===== config.mk =====
export PLATFORM = sky130hd
export DESIGN_NAME = adf_spi_monitor_flat
export DESIGN_NICKNAME = d
export VERILOG_FILES = /design/src/rtl/adf_pkg.sv /design/src/rtl/adf_spi_monitor_if.sv /design/src/rtl/sync_edge.sv /design/src/rtl/adf_spi_monitor.sv /design/src/flat_wrapper.sv
export SDC_FILE = /design/constraint.sdc
export NUM_CORES = 1
export LEC_CHECK = 0
export ABC_AREA = 1
export BUFFER_PORTS_ARGS = -buffer_cell sky130_fd_sc_hd__buf_2
export CORE_ASPECT_RATIO = 0.7
export CORE_MARGIN = 2
export CORE_UTILIZATION = 49
export CTS_CLUSTER_DIAMETER = 150
export CTS_CLUSTER_SIZE = 28
export DETAILED_ROUTE_END_ITERATION = 16
export PLACE_DENSITY = 0.75
export SYNTH_ARGS = -nofsm -noshare
export SYNTH_HDL_FRONTEND = slang
export SYNTH_SLANG_ARGS = --single-unit

===== constraint.sdc =====
create_clock -name clk_100M -period 6.2 [get_ports clk_100M]
set_input_delay 0.62 -clock clk_100M [delete_from_list [all_inputs] [get_ports clk_100M]]
set_output_delay 0.62 -clock clk_100M [all_outputs]
set_load 0.02 [all_outputs]

===== src/rtl/adf_pkg.sv =====
// Shared ADF PLL SPI frame definitions, matching the transmit side's frame layout.
package adf_pkg;

   localparam int unsigned ADF_FRAME_BITS = 32;
   localparam int unsigned ADF_NUM_REGS   = 6;
   localparam int unsigned ADF_ADDR_LSB   = 0;
   localparam int unsigned ADF_ADDR_W     = 3;
   localparam int unsigned ADF_BUS_W      = 16;
   localparam int unsigned ADF_FCNT_W     = 8;

   typedef enum logic [1:0] {
      StIdle,
      StShift,
      StEval
   } mon_state_e;

   function automatic logic [ADF_ADDR_W-1:0] adf_addr(input logic [ADF_FRAME_BITS-1:0] word);
      return word[ADF_ADDR_LSB +: ADF_ADDR_W];
   endfunction

endpackage


===== src/rtl/adf_spi_monitor_if.sv =====
// SPI snoop inputs plus PXI readback and frame status for the ADF SPI monitor.
interface adf_spi_monitor_if;
   import adf_pkg::*;

   logic                      spi_cs;
   logic                      spi_din;
   logic                      spi_sclk;
   logic [ADF_ADDR_W-1:0]     rd_sel;
   logic                      rd_hi;
   logic                      err_clr;
   logic [ADF_BUS_W-1:0]      rdata;
   logic [ADF_FRAME_BITS-1:0] frame_word;
   logic                      frame_valid;
   logic                      frame_err;
   logic [ADF_FCNT_W-1:0]     frame_cnt;

   modport master (
      output spi_cs, spi_din, spi_sclk, rd_sel, rd_hi, err_clr,
      input  rdata, frame_word, frame_valid, frame_err, frame_cnt
   );

   modport slave (
      input  spi_cs, spi_din, spi_sclk, rd_sel, rd_hi, err_clr,
      output rdata, frame_word, frame_valid, frame_err, frame_cnt
   );

endinterface


===== src/rtl/sync_edge.sv =====
// Multi-stage synchronizer with programmable reset value and rise/fall pulses
// taken from the last stage against a one-cycle delayed copy.
module sync_edge #(
   parameter int unsigned STAGES  = 2,
   parameter logic        RST_VAL = 1'b0
) (
   input  logic clk_i,
   input  logic clrn_i,
   input  logic d_i,
   output logic q_o,
   output logic rise_o,
   output logic fall_o
);

   logic [STAGES-1:0] sync_q;
   logic              dly_q;

   always_ff @(posedge clk_i) begin
      if (!clrn_i) begin
         sync_q <= {STAGES{RST_VAL}};
         dly_q  <= RST_VAL;
      end else begin
         sync_q <= {sync_q[STAGES-2:0], d_i};
         dly_q  <= sync_q[STAGES-1];
      end
   end

   assign q_o    = sync_q[STAGES-1];
   assign rise_o = sync_q[STAGES-1] & ~dly_q;
   assign fall_o = ~sync_q[STAGES-1] & dly_q;

endmodule


===== src/rtl/adf_spi_monitor.sv =====
// Passive ADF PLL SPI snooper: rebuilds 32-bit frames, decodes the control bits
// into a shadow register bank and serves it back as 16-bit halves.
module adf_spi_monitor
   import adf_pkg::*;
#(
   parameter int unsigned FRAME_BITS  = ADF_FRAME_BITS,
   parameter int unsigned SYNC_STAGES = 2,
   parameter int unsigned NUM_REGS    = ADF_NUM_REGS,
   parameter int unsigned CNT_W       = 6
) (
   input logic              clk_100M,
   input logic              clrn,
   adf_spi_monitor_if.slave bus_io
);

   localparam int unsigned AddrExtW = ADF_ADDR_W + 1;
   typedef logic [AddrExtW-1:0] addr_ext_t;
   localparam logic [CNT_W-1:0] FrameCnt = CNT_W'(FRAME_BITS);
   localparam addr_ext_t        NumRegs  = addr_ext_t'(NUM_REGS);

   logic cs_q, cs_rise, cs_fall;
   logic sclk_q, sclk_rise, sclk_fall;
   logic din_q, din_rise, din_fall;

   sync_edge #(
      .STAGES (SYNC_STAGES),
      .RST_VAL(1'b1)
   ) u_sync_cs (
      .clk_i (clk_100M),
      .clrn_i(clrn),
      .d_i   (bus_io.spi_cs),
      .q_o   (cs_q),
      .rise_o(cs_rise),
      .fall_o(cs_fall)
   );

   sync_edge #(
      .STAGES (SYNC_STAGES),
      .RST_VAL(1'b0)
   ) u_sync_sclk (
      .clk_i (clk_100M),
      .clrn_i(clrn),
      .d_i   (bus_io.spi_sclk),
      .q_o   (sclk_q),
      .rise_o(sclk_rise),
      .fall_o(sclk_fall)
   );

   sync_edge #(
      .STAGES (SYNC_STAGES),
      .RST_VAL(1'b0)
   ) u_sync_din (
      .clk_i (clk_100M),
      .clrn_i(clrn),
      .d_i   (bus_io.spi_din),
      .q_o   (din_q),
      .rise_o(din_rise),
      .fall_o(din_fall)
   );

   logic unused_edges;
   assign unused_edges = ^{sclk_q, sclk_fall, din_rise, din_fall};

   mon_state_e                state_q, state_d;
   logic                      armed_q, armed_d;
   logic                      pend_q, pend_d;
   logic [SYNC_STAGES:0]      fill_q, fill_d;
   logic [ADF_FRAME_BITS-1:0] shift_q, shift_d;
   logic [CNT_W-1:0]          cnt_q, cnt_d;
   logic [ADF_FRAME_BITS-1:0] word_q, word_d;
   logic                      valid_q, valid_d;
   logic                      err_q, err_d;
   logic [ADF_FCNT_W-1:0]     fcnt_q, fcnt_d;
   logic [ADF_BUS_W-1:0]      rdata_q, rdata_d;
   logic [ADF_FRAME_BITS-1:0] bank_q [NUM_REGS];

   logic                  err_set;
   logic                  bank_we;
   logic [ADF_ADDR_W-1:0] addr;
   logic                  addr_ok;

   assign addr    = adf_addr(shift_q);
   assign addr_ok = {1'b0, addr} < NumRegs;

   // Synchronizer reset values must drain before cs can be trusted, otherwise a
   // reset released mid-frame would arm on the reset value and see a false fall.
   assign fill_d  = {fill_q[SYNC_STAGES-1:0], 1'b1};
   assign armed_d = armed_q | (fill_q[SYNC_STAGES] & cs_q);

   always_comb begin
      state_d = state_q;
      shift_d = shift_q;
      cnt_d   = cnt_q;
      word_d  = word_q;
      valid_d = 1'b0;
      fcnt_d  = fcnt_q;
      pend_d  = 1'b0;
      err_set = 1'b0;
      bank_we = 1'b0;
      unique case (state_q)
         StIdle: begin
            if ((cs_fall || pend_q) && armed_q) begin
               shift_d = '0;
               cnt_d   = '0;
               state_d = StShift;
            end
         end
         StShift: begin
            // cs rise wins over a coincident sclk rise
            if (cs_rise) begin
               state_d = StEval;
            end else if (sclk_rise) begin
               shift_d = {shift_q[ADF_FRAME_BITS-2:0], din_q};
               if (cnt_q != '1) cnt_d = cnt_q + 1'b1;
            end
         end
         StEval: begin
            pend_d  = cs_fall;
            state_d = StIdle;
            if (cnt_q == FrameCnt) begin
               word_d  = shift_q;
               valid_d = 1'b1;
               fcnt_d  = fcnt_q + 1'b1;
               if (addr_ok) bank_we = 1'b1;
               else         err_set = 1'b1;
            end else begin
               err_set = 1'b1;
            end
         end
         default: state_d = StIdle;
      endcase
   end

   always_comb begin
      if (err_set)             err_d = 1'b1;
      else if (bus_io.err_clr) err_d = 1'b0;
      else                     err_d = err_q;
   end

   always_comb begin
      rdata_d = '0;
      for (int unsigned i = 0; i < NUM_REGS; i++) begin
         if ({1'b0, bus_io.rd_sel} == addr_ext_t'(i)) begin
            rdata_d = bus_io.rd_hi ? bank_q[i][ADF_FRAME_BITS-1:ADF_BUS_W]
                                   : bank_q[i][ADF_BUS_W-1:0];
         end
      end
   end

   always_ff @(posedge clk_100M) begin
      if (!clrn) begin
         state_q <= StIdle;
         armed_q <= 1'b0;
         pend_q  <= 1'b0;
         fill_q  <= '0;
         shift_q <= '0;
         cnt_q   <= '0;
         word_q  <= '0;
         valid_q <= 1'b0;
         err_q   <= 1'b0;
         fcnt_q  <= '0;
         rdata_q <= '0;
         for (int unsigned i = 0; i < NUM_REGS; i++) bank_q[i] <= '0;
      end else begin
         state_q <= state_d;
         armed_q <= armed_d;
         pend_q  <= pend_d;
         fill_q  <= fill_d;
         shift_q <= shift_d;
         cnt_q   <= cnt_d;
         word_q  <= word_d;
         valid_q <= valid_d;
         err_q   <= err_d;
         fcnt_q  <= fcnt_d;
         rdata_q <= rdata_d;
         for (int unsigned i = 0; i < NUM_REGS; i++) begin
            if (bank_we && ({1'b0, addr} == addr_ext_t'(i))) bank_q[i] <= shift_q;
         end
      end
   end

   assign bus_io.rdata       = rdata_q;
   assign bus_io.frame_word  = word_q;
   assign bus_io.frame_valid = valid_q;
   assign bus_io.frame_err   = err_q;
   assign bus_io.frame_cnt   = fcnt_q;

endmodule


===== src/flat_wrapper.sv =====
// flat-port wrapper written by rule: the top's interface ports become plain ports
module adf_spi_monitor_flat import adf_pkg::*;
#(
   parameter int unsigned FRAME_BITS  = ADF_FRAME_BITS,
   parameter int unsigned SYNC_STAGES = 2,
   parameter int unsigned NUM_REGS    = ADF_NUM_REGS,
   parameter int unsigned CNT_W       = 6
)
  (clk_100M, clrn, bus_io_spi_cs, bus_io_spi_din, bus_io_spi_sclk, bus_io_rd_sel, bus_io_rd_hi, bus_io_err_clr, bus_io_rdata, bus_io_frame_word, bus_io_frame_valid, bus_io_frame_err, bus_io_frame_cnt);
  adf_spi_monitor_if bus_io_i ();
  input logic clk_100M;
  input logic clrn;
  input wire logic [$bits(bus_io_i.spi_cs)-1:0] bus_io_spi_cs;
  input wire logic [$bits(bus_io_i.spi_din)-1:0] bus_io_spi_din;
  input wire logic [$bits(bus_io_i.spi_sclk)-1:0] bus_io_spi_sclk;
  input wire logic [$bits(bus_io_i.rd_sel)-1:0] bus_io_rd_sel;
  input wire logic [$bits(bus_io_i.rd_hi)-1:0] bus_io_rd_hi;
  input wire logic [$bits(bus_io_i.err_clr)-1:0] bus_io_err_clr;
  output wire logic [$bits(bus_io_i.rdata)-1:0] bus_io_rdata;
  output wire logic [$bits(bus_io_i.frame_word)-1:0] bus_io_frame_word;
  output wire logic [$bits(bus_io_i.frame_valid)-1:0] bus_io_frame_valid;
  output wire logic [$bits(bus_io_i.frame_err)-1:0] bus_io_frame_err;
  output wire logic [$bits(bus_io_i.frame_cnt)-1:0] bus_io_frame_cnt;
  assign bus_io_i.spi_cs = bus_io_spi_cs;
  assign bus_io_i.spi_din = bus_io_spi_din;
  assign bus_io_i.spi_sclk = bus_io_spi_sclk;
  assign bus_io_i.rd_sel = bus_io_rd_sel;
  assign bus_io_i.rd_hi = bus_io_rd_hi;
  assign bus_io_i.err_clr = bus_io_err_clr;
  assign bus_io_rdata = bus_io_i.rdata;
  assign bus_io_frame_word = bus_io_i.frame_word;
  assign bus_io_frame_valid = bus_io_i.frame_valid;
  assign bus_io_frame_err = bus_io_i.frame_err;
  assign bus_io_frame_cnt = bus_io_i.frame_cnt;
  adf_spi_monitor #(.FRAME_BITS(FRAME_BITS), .SYNC_STAGES(SYNC_STAGES), .NUM_REGS(NUM_REGS), .CNT_W(CNT_W)) u_core (.clk_100M(clk_100M), .clrn(clrn), .bus_io(bus_io_i));
endmodule

Word-level counts from Yosys, hierarchy flattened
Memory sizes are Yosys's and may differ from the RTL's.
Cells that the tools add are included.
{"block": "op_classes", "n_lt_le_gt_ge": 1, "mux": 59, "n_eq_ne": 19, "bitwise": 14, "add_sub_neg": 2, "n_reduce_logical": 18}
{"cell": "two-way mux 32 bit", "n": 9}
{"cell": "two-way mux 16 bit", "n": 12}
{"cell": "one-hot mux 32 bit (2 select lines)", "n": 1}
{"cell": "two-way mux 1 bit", "n": 29}
{"cell": "two-way mux 6 bit", "n": 4}
{"cell": "equality test 3 x 2 -> 1 bit, second input constant", "n": 4}
{"cell": "equality test 3 bit, second input constant", "n": 4}
{"cell": "one-hot mux 6 bit (2 select lines)", "n": 1}
{"cell": "adder 8 x 1 -> 8 bit, second input constant", "n": 1}
{"cell": "inequality test 2 x 1 -> 1 bit, second input constant", "n": 4}
{"cell": "logical AND 1 bit", "n": 7}
{"cell": "OR 1 bit", "n": 7}
{"cell": "adder 6 x 1 -> 6 bit, second input constant", "n": 1}
{"cell": "equality test 3 x 1 -> 1 bit, second input constant", "n": 2}
{"cell": "equality test 6 bit, second input constant", "n": 1}
{"cell": "logical NOT 3 bit", "n": 2}
{"cell": "inequality test 6 bit, second input constant", "n": 1}
{"cell": "AND reduction 2 bit", "n": 3}
{"cell": "AND reduction 5 bit", "n": 1}
{"cell": "AND 1 bit", "n": 4}
{"cell": "two-way mux 2 bit", "n": 2}
{"cell": "one-hot mux 2 bit (2 select lines)", "n": 1}
{"cell": "AND reduction 4 bit", "n": 1}
{"cell": "nonzero test 2 bit", "n": 2}
{"cell": "other kinds (7)", "n": 9}
{"block": "word_totals", "reg_bits": 111, "in_bits": 10, "n_memories": 1, "ramBits": 192}
{"memory": "u_core.bank_q", "depth": 6, "width": 32, "rd": 6, "rd_ports_with_merged_regs": 0, "write_ports": 6, "line_no": "adf_spi_monitor.sv:75", "text": "logic [ADF_FRAME_BITS-1:0] bank_q [NUM_REGS];"}

Depth between registers and ports, before layout
Gate-level depths: netlist of the first run.
{"block": "depth", "depth_word": 9, "mapped_depth": 12}

Hierarchy
Synthesis of the first run repeated with hierarchy kept, for this count alone.
{"block": "unflattened", "cells_unflattened": 1325, "hier_area_um2": 12523.3}
{"mod": "adf_spi_monitor", "cells_each": 1287, "n_inst": 1, "area_per_inst_um2": 12229.2, "seq_area_each_um2": 7827.5}
{"mod": "sync_edge at u_core.u_sync_din ...", "cells_each": 13, "n_inst": 2, "area_per_inst_um2": 100.1, "seq_area_each_um2": 60.1}
{"mod": "sync_edge at u_core.u_sync_cs", "cells_each": 12, "n_inst": 1, "area_per_inst_um2": 93.8, "seq_area_each_um2": 60.1}

Worst setup path before layout of the first run
Ideal clock, no wire load.
{"block": "synth_path", "kind": "reg-to-reg", "from": "reg u_core.cnt_q[0]", "to": "mem u_core.bank_q[1][0], in the netlist u_core.bank_q[0][32] (enable)", "synth_period_minus_slack_ns": 2.486, "stages_incl_launch_ff": 11, "setup_time_ns": 0.389, "n_path_buf": 2, "setup_slack_ns": 3.714, "t_arrival_ns": 2.096, "required_ns": 5.811, "cell_sequence": "dfxtp_1 > inv_1 > ha_1 > inv_1 > nor2_1 > nand3_2 > inv_2 > buf_2 > buf_2 > nand2_1 > nand2_1"}
{"item": "from (decl)", "line_no": "adf_spi_monitor.sv:69", "text": "logic [CNT_W-1:0] cnt_q, cnt_d;"}
{"item": "from (signal assigned)", "line_no": "adf_spi_monitor.sv:170", "text": "cnt_q <= cnt_d;"}
{"item": "to (decl)", "line_no": "adf_spi_monitor.sv:75"}

==> results by group, run 1 <==
Flow run
  • # Max-Cap Violations: 0

Power
  • PD cells: 257 mW/mm²
  • Leakage power: 5.28 nW
  • Maximum VDD drop: 198 µV
  • Power Total: 3.46 mW

Layout
  • Nets: 1,379
  • Design Area, Final: 0.0134 mm²
  • Most frequent cells in the layout: nand2_1 (329), nor2_1 (254), edfxtp_1 (192), dfxtp_1 (111), a21oi_1 (97)
  • Antenna diodes: 0
  • Post-Layout Cell Count: 1,698
  • Share of layout cells above drive strength 1: 0.102
  • Area delta synth->final: 7.93%
  • Most common cell after layout, fill and taps aside: nand2_1
  • Fin util: 0.542

Global routing
  • Total track usage: 0.219
  • Vias in the first global route: 8,184
  • Grt ovf: 0
  • Initial antenna violation count: 0
  • Global-route wire length before repair: 45,500 µm
  • Largest net degree at the start of global routing: 98

CTS
  • Sink Count: 303
  • Cts repair resizes: 0
  • H-tree depth: 1
  • Post-CTS Setup Inserts: 0
  • Max clock buf depth: 3
  • # hold bufs at CTS: 0
  • CTS Root Cell: clkbuf_16
  • TritonCTS Buffers: 14
  • Worst-path clk slew: 0.10 ns
  • TritonCTS clock tree: built
  • Clock Latency Late Sink: 0.50 ns

STA
  • Final Hold Fails: 0
  • WHS: 0.299 ns
  • Max-slew violations: 0
  • Final setup violation count: 0
  • Period utilization: 0.539
  • Slew HR: 0.157
  • Minimum clock period: 3.34 ns
  • Worst Tran Pin Value: 1.26 ns
  • RSZ-0062 raised after global routing: no
  • Setup TNS: 0 ns
  • Setup ws final: 2.86 ns
  • Max Fclk: 299 MHz
  • Clk_skew: 0.0150 ns

Detailed routing
  • Routed WL per cell: 17.4 µm
  • Iter 0 DRT Violations: 1,170
  • Vias: 9,123
  • Vias per inst: 5.37
  • Post-route DRC: 0
  • Antenna violation net count after detailed routing: 0
  • TritonRoute pass-1 iters: 5
  • Routed WL: 29,500 µm

Setup path
  • Worst Setup SP: u_core.cnt_q[0]
  • Worst reg2reg startpoint: u_core.cnt_q[0]
  • Worst path slowest cell: nand2_1
  • Worst-path cell chain: inv_1, ha_1, inv_1, nor2_1, nand3_2, inv_2, buf_4, nand2_1, nand2_1
  • CP Launch Type: flip-flop
  • CP Class: flip-flop to flip-flop
  • CP arrival: 3.46 ns
  • CP Capture Type: flip-flop
  • Cell family with the largest share of critical-path delay: simple AND/OR/NAND/NOR gates
  • Data required, critical path: 6.32 ns
  • CP bufs+invs: 4
  • Slowest cell delay on critical path: 0.93 ns
  • Crit Path Max Fanout: 61

Placed design
  • Routability Congestion: 0.830
  • Post-placement cell area: 0.0130 mm²
  • Post-DP HPWL: 18,600 µm
  • Port Buffer Count: 67
  • Cells after DPL: 1,675
  • DP Worst Slack: 2.89 ns

Floorplanning
  • Die Wd: 195 µm
  • Initial Utilization: 0.502
  • Die Span Y: 137 µm
  • CORE AREA: 0.0248 mm²
  • I/O Pins: 68
  • Die Footprint: 0.0267 mm²
  • Row count: 48

Synthesis
  • FF+latch count, synth: 303
  • Syn. warnings: 0
  • Register area share after synthesis: 0.641
  • Syn avg cell area: 9.34 µm²
  • Gate count of the mapped netlist: 1,334
  • Cell Area, Synth: 0.0125 mm²
  • Post-synthesis cell type count: 32

Min path
  • Hold_sp: bus_io_spi_din
  • Hold crit path type: input pin to flip-flop

Status
  • Status: completed
logic make-up (layout without fill, tap and decap cells):
kind of cell	count (synthesis)	after routing	share of synthesized area
compound gates	203	203	0.0869
xor+xnor	3	3	0.00211
fa+ha+maj	3	3	0.00301
buf+inv	161	190	0.0523
flops	303	303	0.641
other cells	1	11	0.000301
simple gates	660	660	0.214
cell type report:
cell class                 instances  area (µm²)
fill                            2167       11400
sequential                       303        7990
multi-input combinational        880        3860
timing repair buffer              87         485
tap                              325         407
clock buffer                      22         402
inverter                          80         300
clock inverter                     1        6.26
state kept, by name, indices dropped and copies added, names as in the netlist, 2 cells and up:
name                       count
u_core.bank_q                192
u_core.bus_io.frame_cnt        8
u_core.bus_io.frame_word      32
u_core.bus_io.rdata           16
u_core.cnt_q                   6
u_core.fill_q                  3
u_core.shift_q                32
u_core.state_q                 2
u_core.u_sync_cs.sync_q        2
u_core.u_sync_din.sync_q       2
u_core.u_sync_sclk.sync_q      2
worst paths after layout:
| path | to | slack [ns] | depth (start not counted) |
|---|---|---|---|
| max reg2reg | u_core.bank_q[0][45] | 2.86 | 9 |
| max | u_core.bank_q[0][45] | 2.86 | 9 |
| min | u_core.u_sync_din.sync_q[0] | 0.30 | 3 |
| min reg2reg | u_core.fill_q[1] | 0.42 | 2 |
power by group:
group	switching, mW	internal, mW
registers	0.0183	2.19
logic	0.137	0.0465
clock network	0.608	0.457
total	0.764	2.70
synthesized netlist by cell type:
| master | count | area, µm² |
|---|---|---|
| nor2_1 | 255 | 957 |
| or2_2 | 19 | 119 |
| nand4_1 | 16 | 100 |
| clkbuf_1 | 48 | 180 |
| a31oi_1 | 16 | 100 |
| dfxtp_1 | 111 | 2220 |
| buf_4 | 1 | 7.51 |
| a21oi_1 | 97 | 485 |
| edfxtp_1 | 192 | 5770 |
| nor2_4 | 1 | 11.3 |
| o21ai_0 | 71 | 355 |
| nand2_1 | 329 | 1230 |
| buf_2 | 23 | 115 |
| xnor2_1 | 1 | 8.76 |
| nor2_2 | 10 | 62.6 |
| nor3_4 | 1 | 16.3 |
| buf_1 | 7 | 26.3 |
| nand3_2 | 1 | 10.0 |
| o22ai_1 | 1 | 6.26 |
| o211ai_1 | 16 | 120 |
| ha_1 | 3 | 37.5 |
| nand3_4 | 1 | 17.5 |
| conb_1 | 1 | 3.75 |
| nor3_1 | 11 | 55.1 |
| o21bai_1 | 2 | 15.0 |
| inv_2 | 2 | 7.51 |
| nand3_1 | 14 | 70.1 |
| xor2_1 | 2 | 17.5 |
| nor3b_1 | 2 | 15.0 |
| clkinv_1 | 2 | 7.51 |
| inv_1 | 76 | 285 |
| buf_6 | 2 | 22.5 |
tightest hold or removal path, cell delays in order:
cell     delay [ns]
buf_2          0.07
nand2_1        0.04
inv_1          0.04
routing by layer:
| layer | GRT usage | wire, µm | vias up | part of all wire |
|---|---|---|---|---|
| li1 | - | - | 4412 | - |
| met1 | 0.340 | 14000 | 4329 | 0.47 |
| met2 | 0.325 | 12400 | 356 | 0.42 |
| met3 | 0.0367 | 2740 | 26 | 0.093 |
| met4 | 0.0389 | 346 | 0 | 0.012 |
| met5 | 0 | 0 | - | 0 |
No activity file was read; power rests on OpenSTA's default activity.
==> run 2, diff against run 1 <==
==> constraint.sdc (replaced) <==
create_clock -name clk_100M -period 3.08 [get_ports clk_100M]
set_input_delay 0.308 -clock clk_100M [delete_from_list [all_inputs] [get_ports clk_100M]]
set_output_delay 0.308 -clock clk_100M [all_outputs]
set_load 0.02 [all_outputs]
==> results by group, run 2 (synthesis results as in run 1) <==
Placed design
  • Routability Congestion: 0.828 (-0.17%)
  • DP Worst Slack: 0.700 ns (-2.19 ns)
  • Port Buffer Count: 67 (unchanged)
  • Cells after DPL: 1,678 (+0.18%)
  • Post-DP HPWL: 19,400 µm (+4.3%)

Layout
  • Share of layout cells above drive strength 1: 0.103 (+0.000932)
  • Nets: 1,385 (+0.44%)
  • Top reg by flops: u_core.bank_q
  • Most common cell after layout, fill and taps aside: nand2_1
  • Post-Layout Cell Count: 1,705 (+0.41%)
  • Most frequent cells in the layout: nand2_1 (329), nor2_1 (255), edfxtp_1 (192), dfxtp_1 (111), a21oi_1 (97)
  • Max reg flops: 192 (unchanged)
  • Area delta synth->final: 8.47%
  • Antenna diodes: 0 (unchanged)

Floorplanning
  • Die Footprint: 0.0267 mm² (unchanged)
  • I/O Pins: 68 (unchanged)
  • Row count: 48 (unchanged)
  • CORE AREA: 0.0248 mm² (unchanged)
  • Die Span Y: 137 µm (unchanged)
  • Initial Utilization: 0.502 (unchanged)
  • Die Wd: 195 µm (unchanged)

CTS
  • # hold bufs at CTS: 3 (+3)
  • TritonCTS clock tree: built
  • H-tree depth: 1 (unchanged)
  • Cts repair resizes: 0 (unchanged)
  • Clock Latency Late Sink: 0.50 ns (about the same)
  • CTS Root Cell: clkbuf_16
  • Max clock buf depth: 3 (unchanged)
  • Sink Count: 303 (unchanged)
  • TritonCTS Buffers: 14 (unchanged)
  • Worst-path clk slew: 0.11 ns (about the same)
  • Post-CTS Setup Inserts: 0 (unchanged)

Power
  • Net Sw Frac: 0.220 (-0.000636)
  • Maximum VDD drop: 284 µV (+44%)
  • Clock power frac: 0.307 (about the same)
  • Cell Int Power: 5.44 mW (+100%)
  • PD cells: 516 mW/mm² (+100%)
  • Share of power burned in combinational logic: 0.055 (+0.002)
  • Switch Pwr: 1.53 mW (+100%)
  • Leakage power: 5.31 nW (+0.64%)
  • Power Total: 6.97 mW (+100%)
  • Sequential power share: 0.638 (about the same)

Min path
  • Hold_sp: bus_io_spi_din
  • Hold path depth: 3 (unchanged)
  • Hold path endpoint: u_core.u_sync_din.sync_q[0]
  • Hold crit path type: input pin to flip-flop

Detailed routing
  • Routed WL per cell: 17.8 µm (+2.3%)
  • TritonRoute pass-1 iters: 5 (unchanged)
  • Met3 WL post-DR: 2850 µm (+3.9%)
  • Routed WL: 30,300 µm (+2.7%)
  • Post-route DRC: 0 (unchanged)
  • Antenna violation net count after detailed routing: 0 (unchanged)
  • Vias per inst: 5.40 (+0.59%)
  • Iter 0 DRT Violations: 1,170 (unchanged)
  • WL met1: 14,000 µm (+0.48%)
  • Met2 WL: 12,900 µm (+3.8%)
  • Top Metal Used: met4
  • Vias: 9,215 (+1.0%)

STA
  • Period utilization: 0.787 (+0.248)
  • Final setup violation count: 0 (unchanged)
  • Final Hold Fails: 0 (unchanged)
  • Minimum clock period: 2.42 ns (-0.918 ns)
  • Max Fclk: 413 MHz (+38%)
  • Clk_skew: 0.0160 ns (+0.00107 ns)
  • Worst Tran Pin Value: 1.02 ns (-0.238 ns)
  • Max-slew violations: 0 (unchanged)
  • Setup ws final: 0.657 ns (-2.20 ns)
  • RSZ-0062 raised after global routing: no
  • Setup TNS: 0 ns (unchanged)
  • Slew HR: 0.316 (+0.159)

Setup path
  • Slowest cell delay on critical path: 0.38 ns (-0.55 ns)
  • CP Launch Type: flip-flop
  • Worst reg2reg startpoint: u_core.cnt_q[0]
  • Worst R2R End: u_core.bank_q[0][181]
  • Cell family with the largest share of critical-path delay: buffers and inverters
  • CP Class: flip-flop to flip-flop
  • Crit Path Max Fanout: 32 (-48%)
  • Worst path slowest cell: dfxtp_1
  • CP arrival: 2.58 ns (-0.88 ns)
  • Most used cell along the critical path: inv_1
  • R2r setup slk: 0.66 ns (-2.20 ns)
  • R2R depth: 9 (unchanged)
  • WP depth: 9 (unchanged)
  • CP bufs+invs: 4 (unchanged)
  • Data required, critical path: 3.24 ns (-3.08 ns)
  • CP Capture Type: flip-flop
  • Worst-path cell chain: inv_1, ha_1, inv_1, nor2_1, nand3_2, inv_2, nand3_4, nand2_1, buf_4

Global routing
  • Grt ovf: 0 (unchanged)
  • Total track usage: 0.228 (+0.00873)
  • Largest net degree at the start of global routing: 73 (-26%)
  • Initial antenna violation count: 0 (unchanged)
  • Global-route wire length before repair: 46,400 µm (+1.9%)
  • Vias in the first global route: 8,166 (-0.22%)

Status
  • Status: completed

Flow run
  • # Max-Cap Violations: 0 (unchanged)
-- run 2: cell types whose count changed in the layout (fill, tap and decap cells not counted) --
cell / delta
dlygate4sd3_1: +3
buf_4: +2
buf_12: +1
clkbuf_1: +1
nor2_1: +1
nor2_2: -1
-- run 2: how the worst max path moves through the flow --
stage | startpoint | end | slack [ns]
4_1_cts | u_core.cnt_q[0] | u_core.bank_q[0][181] | 0.67
2_1_floorplan | u_core.cnt_q[0] | u_core.bank_q[0][32] | 0.59
6_report | u_core.cnt_q[0] | u_core.bank_q[0][181] | 0.66
5_1_grt | u_core.cnt_q[0] | u_core.bank_q[0][165] | 0.46
3_5_place_dp | u_core.cnt_q[0] | u_core.bank_q[0][163] | 0.70
3_3_place_gp | u_core.cnt_q[0] | u_core.bank_q[0][167] | 0.77
-- run 2: layer usage --
metal | global-route usage | up-vias
met5 | 0 | -
met4 | 0.0487 | 0
met3 | 0.0340 | 32
met2 | 0.336 | 401
met1 | 0.355 | 4357
li1 | - | 4425
-- run 2: final cells by class --
class	instances	area, µm²
Timing Repair Buffer	93	551
Tap cell	325	407
Multi-Input combinational cell	880	3860
Clock buffer	23	405
Inverter	80	300
Fill cell	2179	11300
Clock inverter	1	6.26
Sequential cell	303	7990
-- run 2: worst reg2reg max path, cell delays in order, from the launching register on --
cell     delay (ns)
dfxtp_1        0.38
inv_1          0.11
ha_1           0.15
inv_1          0.04
nor2_1         0.14
nand3_2        0.31
inv_2          0.35
nand3_4        0.13
nand2_1        0.08
buf_4          0.38
-- run 2: metrics by stage --
stage / utilization / cell area [µm²] / hold WS [ns]
after floorplan: - / 12500 / 0.336
after global placement: 0.527 / 13100 / 0.393
after detailed placement: 0.527 / 13100 / 0.399
after CTS: 0.545 / 13500 / 0.00308
after global routing: 0.545 / 13500 / 0.000111
final: 0.545 / 13500 / 0.0160
-- run 2: power groups by stage --
stage / clock [mW] / combinational [mW] / sequential [mW]
2_1_floorplan: 0 / 0.226 / 4.55
3_3_place_gp: 0 / 0.368 / 4.54
3_5_place_dp: 0 / 0.375 / 4.54
4_1_cts: 2.16 / 0.379 / 4.45
5_1_grt: 2.32 / 0.418 / 4.46
6_report: 2.14 / 0.383 / 4.45
